$ cat config.mk
export PLATFORM = sky130hd
export DESIGN_NAME = if_id_queue
export DESIGN_NICKNAME = d
export VERILOG_FILES = /design/src/rtl/if_id_queue.sv
export SDC_FILE = /design/constraint.sdc
export NUM_CORES = 1
export LEC_CHECK = 0
export ABC_AREA = 1
export CORE_MARGIN = 5
export CORE_UTILIZATION = 36
export CTS_CLUSTER_DIAMETER = 80
export DETAILED_ROUTE_END_ITERATION = 8
export GPL_ROUTABILITY_DRIVEN = 0
export SLEW_MARGIN = 0
export SYNTH_ARGS = -nofsm -noshare
export SYNTH_HDL_FRONTEND = slang
export SYNTH_SLANG_ARGS = --single-unit
$ cat constraint.sdc
create_clock -name CLK -period 2 [get_ports CLK]
set_input_delay 0.3 -clock CLK [delete_from_list [all_inputs] [get_ports CLK]]
set_output_delay 0.3 -clock CLK [all_outputs]
set_load 0.005 [all_outputs]
$ cat src/rtl/if_id_queue.sv
// In-order fetch/decode queue: DEPTH entries of {npc, instr}, squash on flush, NOP bubble when empty.
// Optional performance counters are enabled with `define IFID_QUEUE_PERF_EN.
module if_id_queue #(
  parameter int unsigned      WIDTH    = 32,
  parameter int unsigned      DEPTH    = 4,
  parameter logic [WIDTH-1:0] NOP_WORD = '0
) (
  input  logic                     CLK,
  input  logic                     nRST,
  input  logic [WIDTH-1:0]         npc_in,
  input  logic [WIDTH-1:0]         imemload,
  input  logic                     ihit,
  input  logic                     stall,
  input  logic                     flush,
  output logic [WIDTH-1:0]         npc_out,
  output logic [WIDTH-1:0]         instr_out,
  output logic                     valid_out,
  output logic                     ready,
  output logic [$clog2(DEPTH):0]   count
`ifdef IFID_QUEUE_PERF_EN
  ,
  output logic [31:0]              stall_cycles,
  output logic [31:0]              bubble_cycles,
  output logic [15:0]              flush_count
`endif
);

  localparam int unsigned PW = $clog2(DEPTH);
  localparam int unsigned CW = PW + 1;

  logic [WIDTH-1:0] mem_npc   [DEPTH];
  logic [WIDTH-1:0] mem_instr [DEPTH];
  logic [PW-1:0]    rd_ptr;
  logic [PW-1:0]    wr_ptr;
  logic             push;
  logic             pop;

  // Head presentation depends only on registered state.
  assign valid_out = (count != CW'(0));
  assign ready     = (count != CW'(DEPTH));
  assign npc_out   = valid_out ? mem_npc[rd_ptr]   : '0;
  assign instr_out = valid_out ? mem_instr[rd_ptr] : NOP_WORD;

  // A push while full is dropped even if the head pops in the same cycle.
  assign pop  = valid_out && !stall && !flush;
  assign push = ihit && ready && !flush;

  always_ff @(posedge CLK or negedge nRST) begin
    if (!nRST) begin
      rd_ptr <= '0;
      wr_ptr <= '0;
      count  <= '0;
      for (int i = 0; i < int'(DEPTH); i++) begin
        mem_npc[i]   <= '0;
        mem_instr[i] <= '0;
      end
    end else if (flush) begin
      rd_ptr <= '0;
      wr_ptr <= '0;
      count  <= '0;
    end else begin
      if (push) begin
        mem_npc[wr_ptr]   <= npc_in;
        mem_instr[wr_ptr] <= imemload;
        wr_ptr            <= wr_ptr + PW'(1);
      end
      if (pop) begin
        rd_ptr <= rd_ptr + PW'(1);
      end
      case ({push, pop})
        2'b10:   count <= count + CW'(1);
        2'b01:   count <= count - CW'(1);
        default: count <= count;
      endcase
    end
  end

`ifdef IFID_QUEUE_PERF_EN
  // Saturating activity counters.
  always_ff @(posedge CLK or negedge nRST) begin
    if (!nRST) begin
      stall_cycles  <= '0;
      bubble_cycles <= '0;
      flush_count   <= '0;
    end else begin
      if (valid_out && stall && (stall_cycles != '1)) begin
        stall_cycles <= stall_cycles + 32'(1);
      end
      if (!valid_out && !stall && (bubble_cycles != '1)) begin
        bubble_cycles <= bubble_cycles + 32'(1);
      end
      if (flush && (flush_count != '1)) begin
        flush_count <= flush_count + 16'(1);
      end
    end
  end
`endif

endmodule
==> metrics.yaml <==
clk_path_buf_depth: 3
dp_hpwl_um: 20400
finalCritPeriodShare_pct: 117
min_path_type: "input port to asynchronous set/reset pin"
grt_first_pass_wirelength_um: 57500
sw_frac_of_total_pct: 36.2
outcome: "complete, but fails checks"
cp_max_fo: 7
numCtsBuffers: 30
ant_nets: 0
track_usage_pct: 18.2
timing.rr.end: "count[2]"
worstSetupPathType: "flip-flop to output pin"
drc: 0
syn_inst: 1447
wl_um: 35600
die_x_um: 196
switching_power_w: 0.00915
crit_start: "rd_ptr[0]"
antenna_found_initial: 0
violations: "setup timing"
yosys_warnings: 0
dp.cells: 1992
stdcell_count: 2093
critPathTopFamily: "buffers and inverters"
drv_cap: 0
rows: 68
dieArea_um2: 38400
htreeDepth: 1
die_y_um: 196
timing.fmax_mhz: 429
vias: 10300
r2r_slack_ns: 0.15
insertion_delay_ns: 0.55
start_util_pct: 36.2
setup.worst_path.end_class: "output pin"
rsz0062_at_grt: "true"
relSlewSlack_pct: 71.4
powerDensity_nw_per_um2: 1520
tns_ns: -16.14
grt_overflow: 0
fin_ws_ns: -0.331
area_growth_pct: 33.9
final_nets: 1689
skew_ns: 0.00978
ys_ff_latch: 263
path_cells: "buf_12 > buf_12 > buf_8 > nor2_1 > nor2_1 > o21ai_1 > a21oi_2 > buf_2"
final_common_cell: "nand2_1"
core_um2: 34400
final-hold-violation-count: 0
syn_nets: 1521
min_period_ns: 2.33
fin_util_pct: 48.5
clock-root-buffer: "clkbuf_16"
tritoncts: "built"
grt_pass1_vias: 10400
r2r-start: "count[0]"
yosys.cell_types.count: 24
design.portCount: 138
rr_worst_depth: 13
first_iter_violations: 522
power.share.clock_pct: 22.8
clk_pin_slew_ns: 0.06
port_buffers: 137
synth_seq_area_share_pct: 52.8
n_antenna_cell: 0
intPower_w: 0.0162
combPwrFrac_pct: 41.5
drt-vias-per-instance: 4.91
grt_max_degree: 80
avgRoutedWirePerCell_um: 17.0
path_buf_inv: 4
slew_violations: 0
syn_area_um2: 12500
drive_above_1_share_pct: 27.5
slowest_stage: "dfrtp_4"
irDropWorstVdd_v: 0.000765
avgSynthCellArea_um2: 8.61
clock_sinks: 263
p_seq_share_pct: 35.8
max_stage_delay_ns: 0.56
setup_viol: 64
start_kind: "flip-flop"
firstDrtPassIters: 7
p_leak_nw: 7.73
worst_pin_slew_ns: 0.428
fill_cells: 3260
final_cell_mix: "274 x nand2_1, 265 x o21ai_1, 261 x dfrtp_1"
required_ns: 1.70
cp.arrival_ns: 2.03
worst reg2reg max path, cell delays in order (launching register included):
cell and delay, ns:
dfrtp_1 0.41, nor2_4 0.13, nand2_2 0.09, nand2_1 0.10
nor2_1 0.06, nand2_1 0.07, inv_1 0.05, fa_1 0.37
xnor2_1 0.21, inv_1 0.06, nand2_1 0.06, nand2_1 0.04
nand2_1 0.06, nand2_1 0.04
registers in the layout (all words and copies together), names as in the netlist:
register / cells
rd_ptr: 2
mem_npc: 128
mem_instr: 128
wr_ptr: 2
count: 3
layer usage:
layer | vias up | track usage [%] | wire, µm
met2 | 248 | 30.7 | 16900
met3 | 50 | 2.63 | 1580
met4 | 0 | 4.19 | 825
met1 | 4919 | 25.0 | 16200
li1 | 5059 | - | -
met5 | - | 0 | 0
synthesized netlist by cell type:
cell / number / area share, %
a21oi_1: 68 / 2.7
buf_1: 11 / 0.33
buf_2: 19 / 0.76
buf_4: 1 / 0.060
buf_6: 52 / 4.7
buf_8: 4 / 0.48
clkbuf_1: 16 / 0.48
clkbuf_2: 1 / 0.040
dfrtp_1: 263 / 53
fa_1: 1 / 0.16
ha_1: 4 / 0.40
inv_1: 72 / 2.2
inv_2: 2 / 0.060
inv_6: 1 / 0.070
nand2_1: 275 / 8.3
nand2_4: 5 / 0.45
nand3_1: 4 / 0.16
nand3_4: 1 / 0.14
nor2_1: 257 / 7.7
nor2_2: 1 / 0.050
o21ai_0: 132 / 5.3
o21ai_1: 182 / 7.3
o21ai_2: 74 / 5.2
xnor2_1: 1 / 0.070
worst max-delay path by stage:
stage,end,slack [ns],cells after the start
after floorplan,count[2],0.09,13
after global placement,instr_out[5],-0.10,6
after detailed placement,instr_out[5],-0.11,6
after CTS,instr_out[29],-0.41,7
after global routing,npc_out[14],-0.45,8
final,instr_out[1],-0.33,8
power by group through the flow:
stage          logic (W)  registers (W)  clock network [W]
2_1_floorplan    0.00511        0.00845                  0
3_3_place_gp     0.00858        0.00869                  0
3_5_place_dp     0.00870        0.00873                  0
4_1_cts          0.00988        0.00888            0.00593
5_1_grt           0.0116        0.00932            0.00613
6_report          0.0105        0.00905            0.00576
logic make-up (layout without fill, tap and decap cells):
kind of cell               count (synthesis)  count (layout)  share of synthesized area [%]
AOI/OAI and AO/OA                        456             456                           20.5
DFF                                      263             263                           52.8
xor gates and xnor gates                   1               1                         0.0703
adders and majority gates                  5               5                          0.562
and+or+nand+nor                          543             543                           16.8
buffers and inverters                    179             370                           9.16
repair_timing:
item / 4_1_cts / 5_1_grt
hold buffers: 1 / 0
endpoints found under the hold margin: 62 / 0
gates cloned: 15 / 5
pin swaps: 85 / 76
setup buffers: 28 / 5
gates resized for setup: 469 / 150
setup endpoints to repair: 66 / 65
final cells by class:
class	count	area, µm²	share of cell area (%)
inverter	75	302	1.81
clock inverter	12	135	0.810
timing repair buffer	240	2770	16.6
tap	455	569	3.41
clock buffer	43	921	5.52
sequential	263	6590	39.5
multi-input combinational	1005	5400	32.4
metrics by stage:
stage | hold WS [ns] | total power (W) | setup slack, ns | cell area, µm²
2_1_floorplan | 0.00441 | 0.0136 | 0.0919 | 12500
3_3_place_gp | 0.243 | 0.0173 | -0.103 | 14400
3_5_place_dp | 0.244 | 0.0174 | -0.106 | 14400
4_1_cts | 0.230 | 0.0247 | -0.410 | 16300
5_1_grt | 0.270 | 0.0271 | -0.445 | 16700
6_report | 0.253 | 0.0253 | -0.331 | 16700
No activity file was read; power rests on OpenSTA's default activity.
